## src/rtl/io_uart_pkg.sv

```systemverilog
// Shared definitions for the IO UART register block.
// Contents: register word offsets (adr[15:2]), STATUS bit positions, and the
// transmitter FSM state encoding.
package io_uart_pkg;

    // Word offsets on the IO bus (adr[15:2]).
    localparam logic [13:0] AdrTxdata = 14'h0000;
    localparam logic [13:0] AdrStatus = 14'h0001;
    localparam logic [13:0] AdrBaud   = 14'h0002;
    localparam logic [13:0] AdrLed    = 14'h0003;

    // STATUS register fields.
    localparam int unsigned StatusBusy   = 0;
    localparam int unsigned StatusFull   = 1;
    localparam int unsigned StatusEmpty  = 2;
    localparam int unsigned StatusOvf    = 3;
    localparam int unsigned StatusCntLsb = 4;

    // Smallest legal baud divisor; smaller writes are clamped to this.
    localparam logic [15:0] BaudMin = 16'd2;

    typedef enum logic [1:0] {
        StIdle,
        StStart,
        StData,
        StStop
    } uart_state_e;

endpackage

```

## src/rtl/io_uart_regs_if.sv

```systemverilog
// IO store/load bus between the memory-access stage (master) and the IO
// responder (slave).
// Signals: dma_io_we write strobe, dma_io_wadr/dma_io_wdata write word address
// and data, dma_io_radr read word address (valid every cycle, no strobe),
// dma_io_rdata registered read data.
interface io_uart_regs_if;

    logic        dma_io_we;
    logic [15:2] dma_io_wadr;
    logic [31:0] dma_io_wdata;
    logic [15:2] dma_io_radr;
    logic [31:0] dma_io_rdata;

    modport master (
        output dma_io_we,
        output dma_io_wadr,
        output dma_io_wdata,
        output dma_io_radr,
        input  dma_io_rdata
    );

    modport slave (
        input  dma_io_we,
        input  dma_io_wadr,
        input  dma_io_wdata,
        input  dma_io_radr,
        output dma_io_rdata
    );

endinterface

```

## src/rtl/sync_fifo.sv

```systemverilog
// Single-clock FIFO with combinational head output.
// Ports: clk, rst_n (async, active-low); push/wdata enqueue; pop dequeues the
// head shown on rdata; full, empty and count (0..2**AddrWidth) report fill.
// A push while full is dropped unless a pop happens in the same cycle.
module sync_fifo #(
    parameter int unsigned Width     = 8,
    parameter int unsigned AddrWidth = 3
) (
    input  logic                 clk,
    input  logic                 rst_n,
    input  logic                 push,
    input  logic [Width-1:0]     wdata,
    input  logic                 pop,
    output logic [Width-1:0]     rdata,
    output logic                 full,
    output logic                 empty,
    output logic [AddrWidth:0]   count
);

    localparam int unsigned Depth = 2 ** AddrWidth;

    logic [Width-1:0]     mem_q [Depth];
    logic [AddrWidth-1:0] wr_ptr_q, rd_ptr_q;
    logic [AddrWidth:0]   count_q, count_d;
    logic                 push_ok, pop_ok;

    assign full    = (count_q == (AddrWidth + 1)'(Depth));
    assign empty   = (count_q == '0);
    assign count   = count_q;
    assign rdata   = mem_q[rd_ptr_q];
    // When full, the slot being written is the one being popped this cycle.
    assign pop_ok  = pop && !empty;
    assign push_ok = push && (!full || pop_ok);

    always_comb begin
        count_d = count_q;
        if (push_ok && !pop_ok) begin
            count_d = count_q + (AddrWidth + 1)'(1);
        end else if (!push_ok && pop_ok) begin
            count_d = count_q - (AddrWidth + 1)'(1);
        end
    end

    always_ff @(posedge clk) begin
        if (push_ok) begin
            mem_q[wr_ptr_q] <= wdata;
        end
    end

    always_ff @(posedge clk or negedge rst_n) begin
        if (!rst_n) begin
            wr_ptr_q <= '0;
            rd_ptr_q <= '0;
            count_q  <= '0;
        end else begin
            if (push_ok) wr_ptr_q <= wr_ptr_q + AddrWidth'(1);
            if (pop_ok)  rd_ptr_q <= rd_ptr_q + AddrWidth'(1);
            count_q <= count_d;
        end
    end

endmodule

```

## src/rtl/io_uart_regs.sv

```systemverilog
// Memory-mapped IO responder: TX FIFO, 8N1 transmitter, baud divisor and LED
// register on the CPU IO bus.
// Ports: clk, rst_n (async, active-low); bus (IO bus slave); uart_tx serial
// output, idles high; led LED register output.
module io_uart_regs
    import io_uart_pkg::*;
#(
    parameter int unsigned FIFO_AW      = 3,
    parameter logic [15:0] BAUD_DEFAULT = 16'd868
) (
    input  logic                 clk,
    input  logic                 rst_n,
    io_uart_regs_if.slave        bus,
    output logic                 uart_tx,
    output logic [2:0]           led
);

    logic        wr_txdata, wr_status, wr_baud, wr_led;
    logic [15:0] baud_q;
    logic [2:0]  led_q;
    logic        overflow_q;
    logic [31:0] rdata_q, rdata_d;

    logic [7:0]       fifo_rdata;
    logic             fifo_full, fifo_empty, fifo_pop;
    logic [FIFO_AW:0] fifo_count;

    uart_state_e state_q, state_d;
    logic [7:0]  shift_q, shift_d;
    logic [15:0] bit_div_q, bit_div_d;
    logic [15:0] baud_cnt_q, baud_cnt_d;
    logic [2:0]  bit_idx_q, bit_idx_d;
    logic        tx_q, tx_d;
    logic        bit_end;

    logic [15:0] unused_wdata;
    assign unused_wdata = bus.dma_io_wdata[31:16];

    assign wr_txdata = bus.dma_io_we && (bus.dma_io_wadr == AdrTxdata);
    assign wr_status = bus.dma_io_we && (bus.dma_io_wadr == AdrStatus);
    assign wr_baud   = bus.dma_io_we && (bus.dma_io_wadr == AdrBaud);
    assign wr_led    = bus.dma_io_we && (bus.dma_io_wadr == AdrLed);

    sync_fifo #(
        .Width     (8),
        .AddrWidth (FIFO_AW)
    ) u_tx_fifo (
        .clk   (clk),
        .rst_n (rst_n),
        .push  (wr_txdata),
        .wdata (bus.dma_io_wdata[7:0]),
        .pop   (fifo_pop),
        .rdata (fifo_rdata),
        .full  (fifo_full),
        .empty (fifo_empty),
        .count (fifo_count)
    );

    // Read mux; registered so data appears one cycle after the address.
    always_comb begin
        rdata_d = '0;
        case (bus.dma_io_radr)
            AdrStatus: begin
                rdata_d[StatusBusy]         = (state_q != StIdle);
                rdata_d[StatusFull]         = fifo_full;
                rdata_d[StatusEmpty]        = fifo_empty;
                rdata_d[StatusOvf]          = overflow_q;
                rdata_d[StatusCntLsb +: 4]  = 4'(fifo_count);
            end
            AdrBaud:  rdata_d[15:0] = baud_q;
            AdrLed:   rdata_d[2:0]  = led_q;
            default:  rdata_d       = '0;
        endcase
    end

    always_ff @(posedge clk or negedge rst_n) begin
        if (!rst_n) begin
            baud_q     <= BAUD_DEFAULT;
            led_q      <= '0;
            overflow_q <= 1'b0;
            rdata_q    <= '0;
        end else begin
            rdata_q <= rdata_d;
            if (wr_baud) begin
                baud_q <= (bus.dma_io_wdata[15:0] < BaudMin) ? BaudMin : bus.dma_io_wdata[15:0];
            end
            if (wr_led) led_q <= bus.dma_io_wdata[2:0];
            if (wr_txdata && fifo_full && !fifo_pop) begin
                overflow_q <= 1'b1;
            end else if (wr_status && bus.dma_io_wdata[StatusOvf]) begin
                overflow_q <= 1'b0;
            end
        end
    end

    assign bit_end = (baud_cnt_q == bit_div_q - 16'd1);

    always_comb begin
        state_d   = state_q;
        shift_d   = shift_q;
        bit_div_d = bit_div_q;
        bit_idx_d = bit_idx_q;
        fifo_pop  = 1'b0;

        case (state_q)
            StIdle: begin
                if (!fifo_empty) begin
                    fifo_pop = 1'b1;
                    state_d  = StStart;
                end
            end
            StStart: begin
                if (bit_end) begin
                    state_d   = StData;
                    bit_idx_d = '0;
                end
            end
            StData: begin
                if (bit_end) begin
                    shift_d = shift_q >> 1;
                    if (bit_idx_q == 3'd7) begin
                        state_d = StStop;
                    end else begin
                        bit_idx_d = bit_idx_q + 3'd1;
                    end
                end
            end
            StStop: begin
                if (bit_end) begin
                    // Chain straight into the next frame when data is waiting.
                    if (!fifo_empty) begin
                        fifo_pop = 1'b1;
                        state_d  = StStart;
                    end else begin
                        state_d = StIdle;
                    end
                end
            end
            default: state_d = StIdle;
        endcase

        if (fifo_pop) begin
            shift_d   = fifo_rdata;
            bit_div_d = baud_q;
            bit_idx_d = '0;
        end

        if (state_q == StIdle || bit_end) begin
            baud_cnt_d = '0;
        end else begin
            baud_cnt_d = baud_cnt_q + 16'd1;
        end

        // Line level follows the next state so uart_tx changes on the same edge.
        case (state_d)
            StStart: tx_d = 1'b0;
            StData:  tx_d = shift_d[0];
            default: tx_d = 1'b1;
        endcase
    end

    always_ff @(posedge clk or negedge rst_n) begin
        if (!rst_n) begin
            state_q    <= StIdle;
            shift_q    <= '0;
            bit_div_q  <= BAUD_DEFAULT;
            baud_cnt_q <= '0;
            bit_idx_q  <= '0;
            tx_q       <= 1'b1;
        end else begin
            state_q    <= state_d;
            shift_q    <= shift_d;
            bit_div_q  <= bit_div_d;
            baud_cnt_q <= baud_cnt_d;
            bit_idx_q  <= bit_idx_d;
            tx_q       <= tx_d;
        end
    end

    assign bus.dma_io_rdata = rdata_q;
    assign uart_tx          = tx_q;
    assign led              = led_q;

endmodule
```

## src/flat_wrapper.sv

```systemverilog
// flat-port wrapper written by rule: the top's interface ports become plain ports
module io_uart_regs_flat import io_uart_pkg::*;
#(
    parameter int unsigned FIFO_AW      = 3,
    parameter logic [15:0] BAUD_DEFAULT = 16'd868
)
  (clk, rst_n, uart_tx, led, bus_dma_io_we, bus_dma_io_wadr, bus_dma_io_wdata, bus_dma_io_radr, bus_dma_io_rdata);
  io_uart_regs_if bus_i ();
  input  logic clk;
  input  logic rst_n;
  output logic uart_tx;
  output logic [2:0] led;
  input wire logic [$bits(bus_i.dma_io_we)-1:0] bus_dma_io_we;
  input wire logic [$bits(bus_i.dma_io_wadr)-1:0] bus_dma_io_wadr;
  input wire logic [$bits(bus_i.dma_io_wdata)-1:0] bus_dma_io_wdata;
  input wire logic [$bits(bus_i.dma_io_radr)-1:0] bus_dma_io_radr;
  output wire logic [$bits(bus_i.dma_io_rdata)-1:0] bus_dma_io_rdata;
  assign bus_i.dma_io_we = bus_dma_io_we;
  assign bus_i.dma_io_wadr = bus_dma_io_wadr;
  assign bus_i.dma_io_wdata = bus_dma_io_wdata;
  assign bus_i.dma_io_radr = bus_dma_io_radr;
  assign bus_dma_io_rdata = bus_i.dma_io_rdata;
  io_uart_regs #(.FIFO_AW(FIFO_AW), .BAUD_DEFAULT(BAUD_DEFAULT)) u_core (.clk(clk), .rst_n(rst_n), .bus(bus_i), .uart_tx(uart_tx), .led(led));
endmodule
```

## config.mk

```make
export PLATFORM = sky130hd
export DESIGN_NAME = io_uart_regs_flat
export DESIGN_NICKNAME = d
export VERILOG_FILES = /design/src/rtl/io_uart_pkg.sv /design/src/rtl/io_uart_regs_if.sv /design/src/rtl/sync_fifo.sv /design/src/rtl/io_uart_regs.sv /design/src/flat_wrapper.sv
export SDC_FILE = /design/constraint.sdc
export NUM_CORES = 1
export LEC_CHECK = 0
export ABC_AREA = 1
export ABC_CLOCK_PERIOD_IN_PS = 3930
export BUFFER_PORTS_ARGS = -buffer_cell sky130_fd_sc_hd__buf_2
export CORE_MARGIN = 4
export CORE_UTILIZATION = 45
export CTS_BUF_LIST = sky130_fd_sc_hd__clkbuf_8
export DETAILED_ROUTE_END_ITERATION = 8
export GPL_TIMING_DRIVEN = 0
export PLACE_DENSITY = 0.75
export SYNTH_ARGS = -nofsm -noshare
export SYNTH_HDL_FRONTEND = slang
export SYNTH_SLANG_ARGS = --single-unit
```

## constraint.sdc

```tcl
create_clock -name clk -period 3.93 [get_ports clk]
set_input_delay 0.393 -clock clk [delete_from_list [all_inputs] [get_ports clk]]
set_output_delay 0.393 -clock clk [all_outputs]
set_load 0.005 [all_outputs]
```

---- Word level (Yosys, flattened, before mapping) ----
Memories as Yosys holds them, arrays and structs flattened.
Cells that the tools add are included.
storage, ports and cells
  register bits after elaboration ......... 92
  RAM bits ................................ 64
  input bits .............................. 63
  output and inout bits ................... 36
  memories kept ........................... 1
cells by class
  add/subtract/negate cells ............... 7
  $lt $le $gt $ge ......................... 1
  equal/unequal tests ..................... 17
  multiplexer cells ....................... 30
  reduce and logical (&&, ||, !) cells .... 29
memory list
  name                    words  bits a word  read ports  clocked after Yosys merged registers in  wr ports  line             source
  u_core.u_tx_fifo.mem_q  8      8            1           0                                        1         sync_fifo.sv:22  logic [Width-1:0] mem_q [Depth];
operators by type and width
  operator                 count
  $eq A14 B2 Y1 const B    4
  $mux W16                 2
  $mux W8                  4
  $eq A14 B1 Y1 const B    2
  $add A16 B1 Y16 const B  1
  $eq A16 B16 Y1           1
  $lt A16 B2 Y1 const B    1
  $sub A16 B1 Y16 const B  1
  $logic_not A14 Y1        1
  $mux W3                  4
  $logic_and A1 B1 Y1      11
  $mux W2                  5
  $pmux W5 S2              1
  $reduce_bool A2 Y1       5
  $add A3 B1 Y3 const B    3
  $pmux W3 S3              1
  $mux W4                  2
  $pmux W2 S4              1
  $mux W1                  7
  $eq A2 B2 Y1 const B     3
  $ne A3 B1 Y1 const B     2
  $pmux W3 S2              1
  $logic_not A1 Y1         5
  $add A4 B1 Y4 const B    1
  12 further kinds         15

---- Logic depth before layout (Yosys ltp) ----
Gate-level depths: netlist of the first run.
  depth in word-level cells ............... 11
  gate-level depth with buffers ........... 24

---- By module ----
From an unflattened synthesis of the first run, not the netlist that was laid out.
second synthesis, totals
  cell total of the unflattened synthesis .. 884
  area total of the unflattened synthesis .. 7,706.1 sq um
modules (own cells, without submodules)
  module        times used  cells an instance  area an instance (sq um)  sequential area each (sq um)
  io_uart_regs  1           584                4,490.6                   2,065.7
  sync_fifo     1           300                3,215.6                   2,172.1

---- Worst setup path before layout of the first run ----
Ideal clock, no wire load.
  path kind ............................... register to register
  start point ............................. register u_core.bit_div_q[0]
  end point ............................... register u_core.u_tx_fifo.count_q[3] (netlist: u_core.u_tx_fifo.count[3])
  setup time .............................. 122 ps
  data arrival time ....................... 3,194 ps
  data required time ...................... 3,808 ps
  path slack .............................. 614 ps
  cell stages (with the launch flop) ...... 22
  buffers on the path ..................... 0
  clock period less this slack ............ 3,316 ps
  cell sequence ........................... dfrtp_1 -> inv_1 -> ha_1 -> nand2_2 -> nor2_2 -> nand2_1 -> nand2_1 -> nand3_2 -> nor3_4 -> nand3_4 -> nand2_4 -> nand2_4 -> a21oi_4 -> ha_1 -> inv_1 -> ha_1 -> a21o_1 -> a21oi_1 -> nor2_1 -> nor2_1 -> nand2_1 -> xor2_1
between the ends
  cells in the longest elaborated chain, start to end .. 10
  elaborated cells on any way between the ends .. 13
  classes of those cells .................. add/sub: 1; eq/ne: 1; mux: 3; reduce/logical: 8
RTL lines
  item                                 line                 source
  start, declared                      io_uart_regs.sv:30   logic [15:0] bit_div_q, bit_div_d;
  start signal, assigned               io_uart_regs.sv:173  bit_div_q <= bit_div_d;
  $sub A16 B1 Y16 *                    io_uart_regs.sv:96   assign bit_end = (baud_cnt_q == bit_div_q - 16'd1);
  $eq A16 B16 Y1 *                     io_uart_regs.sv:96
  $mux W1 *                            io_uart_regs.sv:129  if (bit_end) begin
  $pmux W1 S2 *                        io_uart_regs.sv:105  case (state_q)
  $logic_and A1 B1 Y1 *                sync_fifo.sv:32      assign pop_ok = pop && !empty;
  $logic_or A1 B1 Y1 *                 sync_fifo.sv:33      assign push_ok = push && (!full || pop_ok);
  $logic_and A1 B1 Y1 *                sync_fifo.sv:33
  via u_core.u_tx_fifo.push_ok         sync_fifo.sv:25      logic push_ok, pop_ok;
  $logic_not A1 Y1                     sync_fifo.sv:39      end else if (!push_ok && pop_ok) begin
  $logic_and A1 B1 Y1                  sync_fifo.sv:39
  $reduce_bool A2 Y1 (no source line)  n/a
  end signal, assigned                 sync_fifo.sv:58      count_q <= count_d;
  end, declared                        sync_fifo.sv:24      logic [AddrWidth:0] count_q, count_d;
Mark *: on every way through the listed nets, which the timed path passes. The rest lies on a longest branch.
A chain may end at the register's enable or synchronous reset.

---- Worst setup path in the final report of the first run ----
Same ends and word-level chain as after synthesis.

==> flow_summary.yaml, run 1 <==
setup_path:
  start_kind: "register"
  path_max_fanout: 10
  cpMaxStageDelayCell: "dfrtp_1"
  critPathRequiredTime_ns: 4.27
  cp-startpoint: "u_core.bit_div_q[0]"
  cpPeakStageDelay_ns: 0.41
  reg2reg_from: "u_core.bit_div_q[0]"
  arrival_ns: 3.94
  critPathCaptureType: "register"
  crit_chain: "inv_2 -> ha_2 -> nand2_1 -> nor2_2 -> nand3_1 -> nand3_1 -> nand3_1 -> nor2_1 -> nand3_4 -> nand2_8 -> nand2_4 -> a21oi_4 -> ha_2 -> inv_1 -> ha_1 -> a21o_1 -> a21oi_1 -> nor2_1 -> nor2_1 -> nand2_1 -> xor2_1"
  critPathKind: "register to register"
grt:
  grt_util_all_layers_pct: 18.80
  grt_first_pass_wirelength_um: 29290
  grt_overflow: 0
  grt_max_degree: 64
  grt_pass1_vias: 5913
  antenna_found_initial: 0
outcome:
  outcome: "finished, final reports clean"
place:
  gp_congestion: 0.9213
  place_inst: 1151
  port_buffers: 66
  hpwl_um: 13030
  placed_area_mm2: 0.008346
synth:
  synth.avg_cell_area_um2: 9.015
  synthArstFlopShare_pct: 58.97
  synthesis.area_mm2: 0.007654
  synth.distinct_cells: 49
  ys_seq_area_share_pct: 55.37
  synthFlopType: "dfrtp_1"
  synth-seq-cells: 156
  ys.warnings.count: 0
  synthCells: 849
  synth-edff-count: 64
detailed_routing:
  drtIter0Drc: 421
  antenna_left: 0
  drcViolationCount: 0
  dr.pass1.iters: 5
  vias_per_cell: 5.123
  wl_um: 17670
  vias: 6101
  wire_per_inst_um: 14.83
die:
  die_x_um: 138.4
  start_util_pct: 45.99
  dieArea_mm2: 0.01916
  rows: 47
  coreArea_mm2: 0.01664
  die_h_um: 138.4
  ios: 99
timing:
  min_period_ns: 3.598
  report.final.setup_viol: 0
  slew_headroom_pct: 38.56
  finalMaxSlewViolations: 0
  tns_ns: 0
  hold_viol: 0
  worstMarginPinSlew_ns: 0.9132
  rsz0062_at_grt: "no"
  post-route-period-util_pct: 91.55
  fmax_ghz: 0.2779
  skew_ns: 0.009196
  holdWs_ns: 0.1616
run:
  max-cap-violations: 0
clock_tree:
  numCtsBuffers: 17
  insertion_delay_ns: 0.46
  root_buffer: "clkbuf_8"
  clock_path_buffers: 2
  htreeDepth: 4
  cts_tree: "yes"
  clock-sinks: 156
  clkTransAtPathRegs_ns: 0.08
pwr:
  irDropWorstVdd_uv: 320.2
  leakage_nw: 3.954
  pwr_density_cell_mw_per_mm2: 352.5
final_layout:
  fill_cells: 1438
  multi_input_area_mm2: 0.002955
  final_nets: 1035
  diodes: 0
  regArea_mm2: 0.004238
  fin_area_mm2: 0.008890
  fin_cells: 1191
  area_growth_pct: 16.15
  drive_gt1_share_pct: 16.79
hold_path:
  hold_start: "bus_dma_io_wdata[12]"
  hold_class: "primary input to register"
-- area by class of cell --
type / count / share of cell area (%)
clock buffer: 17 / 2.632
multi-input combinational: 582 / 33.24
tap: 220 / 3.096
sequential: 156 / 47.67
timing repair buffer: 75 / 4.757
clock inverter: 15 / 2.491
inverter: 90 / 3.800
buffer: 36 / 2.308
-- sequential cells by signal, summed over array words and instances (netlist names), 4 cells and up --
register / cells
u_core.baud_cnt_q: 16
u_core.shift_q: 8
u_core.bit_div_q: 16
u_core.u_tx_fifo.count: 4
u_core.bus.dma_io_rdata: 16
u_core.u_tx_fifo.mem_q: 64
u_core.baud_q: 16
-- cells in the mapped netlist, types with 2 or more instances --
cell	number	share of area [%]
inv_1	87	4.3
nor4_1	9	0.74
a221oi_1	12	1.4
dfstp_2	11	3.8
nor2_2	5	0.41
or2_2	3	0.25
o31ai_1	2	0.20
nand3b_1	3	0.29
o221ai_1	4	0.46
mux2_2	2	0.29
nand2_4	2	0.29
buf_1	3	0.15
clkinv_1	2	0.098
nor3_1	12	0.78
buf_2	2	0.13
nor3b_1	5	0.49
edfxtp_1	64	25
a221o_1	2	0.26
nand2_2	4	0.33
dfrtp_1	81	26
xnor2_1	5	0.57
xor2_1	13	1.5
nand3_1	48	3.1
o21ai_0	53	3.5
a21oi_1	37	2.4
buf_4	16	1.6
clkbuf_1	15	0.74
and3_1	3	0.25
nor2_1	87	4.3
nand2_1	216	11
nand4_1	8	0.65
o31a_1	4	0.46
ha_1	13	2.1
-- metrics by stage --
step	worst slack [ns]	util (%)	total power [W]
6_report	0.3321	53.42	0.003133
5_1_grt	0.02738	53.42	0.003235
4_1_cts	0.05190	53.01	0.003148
3_5_place_dp	-0.06218	50.15	0.001814
3_3_place_gp	0.009496	49.97	0.001809
2_1_floorplan	0.6139	-	0.001754
-- layer usage --
metal	share of wire, %	vias to the layer above	track usage [%]
met4	1.8	0	6.604
met1	45	2857	25.88
li1	-	3014	-
met3	5.7	27	3.142
met2	48	203	30.34
met5	0	-	0
-- cell families after synthesis --
group                      Yosys count  share of synthesized area [%]
adders and majority gates           14                          2.387
xor gates and xnor gates            18                          2.060
DFF                                156                          55.37
AOI/OAI and AO/OA                  121                          9.433
muxes                                2                         0.2942
buffers and inverters              126                          6.997
and+or+nand+nor                    411                          23.41
other                                1                        0.04900
-- cell usage in the layout, fill, tap and decap left out, drive strengths merged, types with 4 or more instances in the layout --
cell type and count:
o31a 4, buf 96, o21ai 53, o221ai 4
nor4 9, conb 16, dfrtp 81, dfstp 11
xnor2 5, a21oi 38, inv 91, ha 13
edfxtp 64, bufinv 5, xor2 13, nand4 8
nor2 93, clkbuf 31, a221oi 12, nor3b 5
nor3 14, clkinv 7, nand3 50, nand2 222
-- where the power goes --
part	switching (W)	total [W]	internal, W
registers	0.000000355	0.00170	0.00170
logic	0.0000494	0.0000827	0.0000333
clock network	0.000597	0.00135	0.000757
-- worst max-delay path: cells and delay by family, from the launching register on --
| family | cells | cell delay, ns |
|---|---|---|
| fa+ha+maj | 3 | 0.70 |
| simple gates | 12 | 1.50 |
| xor+xnor | 1 | 0.14 |
| flops | 1 | 0.41 |
| compound gates | 3 | 0.53 |
| buf+inv | 2 | 0.18 |
-- worst paths after layout --
check / end / slack, ns / depth (start not counted)
max in group asynchronous: u_core.bit_div_q[2] / 2.84 / 3
worst max register to register: u_core.u_tx_fifo.count[3] / 0.33 / 21
worst min register to register: u_core.shift_q[3] / 0.49 / 2
worst min-delay path: u_core.baud_q[12] / 0.16 / 3
worst max-delay path: u_core.u_tx_fifo.count[3] / 0.33 / 21
min in group asynchronous: u_core.bus.dma_io_rdata[13] / 0.41 / 2
-- what timing repair did --
item | CTS | global route
pin swaps | 1 | 2
gates resized for setup | 2 | 8
hold buffers | 1 | 0
hold endpoints to repair | 25 | 0
setup buffers | 1 | 6
setup endpoints to repair | 1 | 45
Power figures use the tool's default switching activity.
==> inputs of run 2 (changes only) <==
--- a/config.mk
+++ b/config.mk
@@ -14,6 +14,7 @@
 export DETAILED_ROUTE_END_ITERATION = 8
 export GPL_TIMING_DRIVEN = 0
 export PLACE_DENSITY = 0.75
+export REMOVE_ABC_BUFFERS = 1
 export SYNTH_ARGS = -nofsm -noshare
 export SYNTH_HDL_FRONTEND = slang
 export SYNTH_SLANG_ARGS = --single-unit
==> run 2 against run 1 <==
  * Register-to-register slack worse by 0.03 ns
  * Setup slack worse by 0.032 ns
  * Power down 5.2%
  * Non-clock buffer count is 37 lower
  * Global-route usage down 0.22 points
  * Die area unchanged
  * Sequential share of layout area rose by 1.3 points
  * Final cell count is 2.9% lower
  * Fmax down 0.89%
  * Critical path depth is 2 higher
  * Critical endpoint unchanged
  * Largest cell class unchanged
  * Highest routed layer unchanged
==> flow_summary.yaml, run 2 (synthesis results as in run 1) <==
outcome:
  outcome: "finished, final reports clean"
grt:
  grt_util_all_layers_pct: 18.59
  grt_max_degree: 54
  grt_overflow: 0
  antenna_found_initial: 0
  grt_pass1_vias: 5758
  grt_first_pass_wirelength_um: 28700
final_layout:
  fill_cells: 1484
  area_growth_pct: 13.13
  drive_gt1_share_pct: 15.28
  regMostFlops: "u_core.u_tx_fifo.mem_q"
  fin_area_mm2: 0.008658
  diodes: 0
  regArea_mm2: 0.004238
  layout_commonest_cell: "nand2_1"
  final_nets: 1000
  largest_reg_flops: 64
  multi_input_area_mm2: 0.002993
  final_cell_mix: "216 x nand2_1, 89 x inv_1, 85 x nor2_1, 81 x dfrtp_1, 65 x buf_2"
timing:
  report.final.setup_viol: 0
  hold_viol: 0
  min_period_ns: 3.630
  worstMarginPinSlew_ns: 1.116
  slew_headroom_pct: 25.60
  fmax_ghz: 0.2755
  rsz0062_at_grt: "no"
  skew_ns: 0.01664
  finalMaxSlewViolations: 0
  post-route-period-util_pct: 92.37
detailed_routing:
  vias_per_cell: 5.239
  wl_um: 17440
  antenna_left: 0
  vias: 6056
  wire_per_inst_um: 15.08
  drtIter0Drc: 511
  drcViolationCount: 0
  dr.pass1.iters: 6
clock_tree:
  cts_tree: "yes"
  clock-sinks: 156
  htreeDepth: 4
  insertion_delay_ns: 0.46
  root_buffer: "clkbuf_8"
  clock_path_buffers: 2
  clkTransAtPathRegs_ns: 0.09
  numCtsBuffers: 17
setup_path:
  crit_buf_inv: 3
  cp_common_cell: "nand2_1"
  critPathRequiredTime_ns: 4.28
  critPathCaptureType: "register"
  start_kind: "register"
  arrival_ns: 3.98
  path_max_fanout: 14
  r2r_slack_ns: 0.30
  critPathKind: "register to register"
  cpMaxStageDelayCell: "dfrtp_1"
  cpPeakStageDelay_ns: 0.43
  crit_family: "simple AND/OR/NAND/NOR gates"
  crit_chain: "inv_1 -> ha_2 -> inv_1 -> nand2_1 -> nand2_1 -> nor2_2 -> nand3_1 -> nor2_1 -> nand2_1 -> nor3_4 -> nand3_4 -> nand2_8 -> nand2_8 -> a21oi_4 -> ha_2 -> inv_1 -> ha_1 -> a21o_1 -> a21oi_1 -> nor2_1 -> nor2_1 -> nand2_1 -> xor2_1"
die:
  ios: 99
  coreArea_mm2: 0.01664
  rows: 47
  die_h_um: 138.4
  die_x_um: 138.4
  dieArea_mm2: 0.01916
  start_util_pct: 45.99
place:
  port_buffers: 66
  gp_congestion: 0.8794
  hpwl_um: 12220
  placed_area_mm2: 0.008159
pwr:
  irDropWorstVdd_uv: 284.5
  leakage_nw: 3.832
  power_w: 0.002970
  pwr_density_cell_mw_per_mm2: 343.0
hold_path:
  hold_class: "primary input to register"
run:
  max-cap-violations: 0
run 2: cell count changes in the layout (fill, tap and decap cells not counted), sizes merged:
| cell | delta |
|---|---|
| buf | -23 |
| clkinvlp | -1 |
| clkbuf | -14 |
| bufinv | -3 |
| clkinv | -1 |
| nand2 | +2 |
| inv | +5 |
run 2: stage by stage:
| stage | hold slack [ns] | util (%) | TNS (ns) | std cells | setup slack [ns] |
|---|---|---|---|---|---|
| after CTS | 0.1436 | 51.68 | 0 | 1151 | 0.06399 |
| after detailed placement | 0.4106 | 49.03 | -3.522 | 1116 | -0.3578 |
| final | 0.1644 | 52.03 | 0 | 1156 | 0.2999 |
| after global routing | 0.1571 | 52.03 | 0 | 1156 | 0.0003140 |
| after floorplan | 0.09741 | - | 0 | 828 | 0.3341 |
| after global placement | 0.4635 | 48.78 | -2.689 | 1114 | -0.3204 |
run 2: final timing paths:
| path | start | cells after the start | endpoint |
|---|---|---|---|
| max | u_core.bit_div_q[1] | 23 | u_core.u_tx_fifo.count[3] |
| min | bus_dma_io_wdata[9] | 3 | u_core.baud_q[9] |
| max reg2reg | u_core.bit_div_q[1] | 23 | u_core.u_tx_fifo.count[3] |
| min reg2reg | u_core.baud_cnt_q[0] | 1 | u_core.baud_cnt_q[0] |
| max in group asynchronous | rst_n | 3 | u_core.baud_q[5] |
| min in group asynchronous | rst_n | 2 | u_core.baud_q[13] |
run 2: report_power, final:
part | switching [W] | internal (W)
clock | 0.000626 | 0.000575
combinational | 0.0000489 | 0.0000233
sequential | 0.000000350 | 0.00170
total | 0.000676 | 0.00229
run 2: layer usage:
layer  GRT usage, %  up-vias  part of all wire, %  wire (um)
li1               -     2948                    -          -
met1          24.95     2890                   45       7857
met2          30.47      187                   48       8374
met3          3.488       31                  4.8        842
met4          6.500        0                  2.1        361
met5              0        -                    0          0
run 2: what timing repair did:
| action | 4_1_cts | 5_1_grt |
|---|---|---|
| resized for setup | 2 | 5 |
| hold endpoints to repair | 34 | 0 |
| endpoints found under the setup margin | 67 | 66 |
| setup buffers | 1 | 4 |
| hold buffers | 1 | 0 |
| pin swaps | 2 | 3 |
| gates cloned | 1 | 1 |
run 2: final cells by class:
cell class	instances	share of cell area, %
flip-flops and latches	156	48.95
multi-input cells	584	34.57
repair buffers	74	4.841
inverters	90	3.902
well taps	220	3.179
clock buffers	17	2.702
clock inverters	15	1.864
run 2: worst min-delay path, stage by stage:
cell	delay [ns]
buf_2	0.10
nand2_1	0.05
o21ai_0	0.07
==> inputs of run 3 (changes only) <==
--- a/config.mk
+++ b/config.mk
@@ -8,12 +8,12 @@
 export ABC_AREA = 1
 export ABC_CLOCK_PERIOD_IN_PS = 3930
 export BUFFER_PORTS_ARGS = -buffer_cell sky130_fd_sc_hd__buf_2
-export CORE_MARGIN = 4
-export CORE_UTILIZATION = 45
+export CORE_MARGIN = 1
+export CORE_UTILIZATION = 40
 export CTS_BUF_LIST = sky130_fd_sc_hd__clkbuf_8
 export DETAILED_ROUTE_END_ITERATION = 8
 export GPL_TIMING_DRIVEN = 0
-export PLACE_DENSITY = 0.75
+export PLACE_DENSITY = 0.69
 export REMOVE_ABC_BUFFERS = 1
 export SYNTH_ARGS = -nofsm -noshare
 export SYNTH_HDL_FRONTEND = slang
==> run 3 against run 2 <==
  * Combinational power about the same
  * Clock power decreased by 6%
  * Sequential share of layout area increased by 0.078 points
  * Sequential power about the same
  * Final cell count increased by 1.3%
  * Critical endpoint unchanged
  * Fmax about the same
  * Setup slack improved by 0.0019 ns
  * Die area increased by 2.8%
  * First-iteration DRC count decreased by 24%
  * Critical path depth decreased by 1
==> flow_summary.yaml, run 3 (synthesis results as in run 1) <==
timing:
  finalMaxSlewViolations: 0
  fmax_ghz: 0.2756
  skew_ns: 0.02518
  rsz0062_at_grt: "no"
  report.final.setup_viol: 0
  fin_ws_ns: 0.3017
  worstMarginPinSlew_ns: 1.105
  hold_viol: 0
  post-route-period-util_pct: 92.32
  min_period_ns: 3.628
  slew_headroom_pct: 26.31
clock_tree:
  clock_path_buffers: 2
  cts_tree: "yes"
  htreeDepth: 4
  clkTransAtPathRegs_ns: 0.09
  insertion_delay_ns: 0.46
  numCtsBuffers: 17
  clock-sinks: 156
  root_buffer: "clkbuf_8"
setup_path:
  crit_chain: "inv_1 -> ha_2 -> nand2_1 -> nand2_1 -> nor2_2 -> nand3_1 -> nor2_1 -> nand2_1 -> nor3_4 -> nand3_4 -> nand2_8 -> nand2_8 -> a21oi_4 -> ha_2 -> inv_1 -> ha_1 -> a21o_1 -> a21oi_2 -> nor2_1 -> nor2_1 -> nand2_1 -> xor2_1"
  cp_common_cell: "nand2_1"
  r2r-end: "u_core.u_tx_fifo.count[3]"
  r2r_slack_ns: 0.30
  r2r_cells: 22
  cpMaxStageDelayCell: "dfrtp_1"
  path_max_fanout: 14
  critPathCaptureType: "register"
  reg2reg_from: "u_core.bit_div_q[0]"
  critPathRequiredTime_ns: 4.27
  cpPeakStageDelay_ns: 0.40
  arrival_ns: 3.97
  critPathKind: "register to register"
  start_kind: "register"
die:
  dieArea_mm2: 0.01969
  die_h_um: 140.3
  coreArea_mm2: 0.01871
  die_x_um: 140.3
  start_util_pct: 40.92
  rows: 50
  ios: 99
place:
  dp_slack_ns: -0.4429
  placed_area_mm2: 0.008168
  hpwl_um: 12180
  port_buffers: 66
  place_inst: 1129
  gp_congestion: 0.8727
pwr:
  p_int_w: 0.002222
  irDropWorstVdd_uv: 233.8
  comb_power_share_pct: 2.5
  p_switching_w: 0.0006778
  p_sw_share_pct: 23.38
  seq_power_share_pct: 58.5
  pwr_density_cell_mw_per_mm2: 335.4
  leakage_nw: 3.821
  power_w: 0.002900
  clkPwrFrac_pct: 39.0
final_layout:
  final_cell_mix: "216 x nand2_1, 90 x inv_1, 84 x nor2_1, 81 x dfrtp_1, 65 x buf_2"
  post-route-util_pct: 46.21
  drive_gt1_share_pct: 15.47
  fill_cells: 1742
  regMostFlops: "u_core.u_tx_fifo.mem_q"
  final_nets: 1001
  fin_area_mm2: 0.008645
  fin_cells: 1171
  largest_reg_flops: 64
  layout_commonest_cell: "nand2_1"
  diodes: 0
  area_growth_pct: 12.95
hold_path:
  hold_class: "primary input to register"
  hold_path_depth: 3
  hold_start: "bus_dma_io_wdata[15]"
  holdPathEnd: "u_core.baud_q[15]"
grt:
  grt_util_all_layers_pct: 18.97
  grt_max_degree: 69
  grt_overflow: 0
  grt_pass1_vias: 5696
  antenna_found_initial: 0
  grt_first_pass_wirelength_um: 28980
detailed_routing:
  drtIter0Drc: 388
  dr.pass1.iters: 6
  vias_per_cell: 5.124
  antenna_left: 0
  wl_um: 17610
  vias: 6000
  drcViolationCount: 0
  wire_per_inst_um: 15.04
outcome:
  outcome: "finished, final reports clean"
run:
  max-cap-violations: 0
[run 3: cell types whose count changed in the layout (fill, tap and decap cells not counted), sizes merged]
| cell | delta |
|---|---|
| buf | +1 |
| bufinv | -1 |
| clkinvlp | +1 |
[run 3: repair_timing]
action	CTS	global route
setup buffers	1	6
cloned	1	1
endpoints found under the hold margin	22	0
resized for setup	2	5
hold buffers	1	0
endpoints found under the setup margin	67	65
pin swaps	2	4
[run 3: metrics by stage]
step	setup TNS (ns)	hold slack, ns
after global placement	-6.686	0.4648
final	0	0.1704
after CTS	0	0.1557
after detailed placement	-10.62	0.3314
after global routing	0	0.1703
after floorplan	0	0.09741
[run 3: how the worst max path moves through the flow]
stage / start / slack, ns / to
2_1_floorplan: u_core.bit_div_q[0] / 0.33 / u_core.u_tx_fifo.count[3]
3_3_place_gp: u_core.bit_div_q[0] / -0.36 / u_core.u_tx_fifo.count[3]
3_5_place_dp: u_core.bit_div_q[0] / -0.44 / u_core.u_tx_fifo.count[3]
4_1_cts: u_core.bit_div_q[0] / 0.01 / u_core.u_tx_fifo.count[3]
5_1_grt: u_core.bit_div_q[0] / 0.03 / u_core.u_tx_fifo.count[3]
6_report: u_core.bit_div_q[0] / 0.30 / u_core.u_tx_fifo.count[3]
[run 3: final cells by class]
cell class / count / area (um2) / share of cell area [%]
flip-flops and latches: 156 / 4238 / 49.02
multi-input cells: 584 / 2993 / 34.62
repair buffers: 75 / 422.9 / 4.892
inverters: 90 / 337.8 / 3.908
well taps: 234 / 292.8 / 3.387
clock buffers: 17 / 234.0 / 2.707
clock inverters: 15 / 126.4 / 1.462
[run 3: critical path, delay by kind of cell (launching register included)]
| family | cells | cell delay [ns] |
|---|---|---|
| buffers and inverters | 2 | 0.22 |
| xor gates and xnor gates | 1 | 0.14 |
| and+or+nand+nor | 13 | 1.47 |
| adders and majority gates | 3 | 0.79 |
| AOI/OAI and AO/OA | 3 | 0.50 |
| DFF | 1 | 0.40 |
[run 3: layer usage]
layer | track usage, % | vias to the layer above | routed length (um)
met5 | 0 | - | 0
met4 | 5.726 | 0 | 216
li1 | - | 2945 | -
met2 | 30.97 | 147 | 8456
met3 | 3.419 | 16 | 660
met1 | 25.72 | 2892 | 8273
[run 3: power by group through the flow]
stage | Sequential (W) | Clock [W] | Combinational [W]
2_1_floorplan | 0.00173 | 0 | 0.0000110
3_3_place_gp | 0.00173 | 0 | 0.0000680
3_5_place_dp | 0.00173 | 0 | 0.0000731
4_1_cts | 0.00170 | 0.00115 | 0.0000741
5_1_grt | 0.00170 | 0.00122 | 0.0000826
6_report | 0.00170 | 0.00113 | 0.0000720
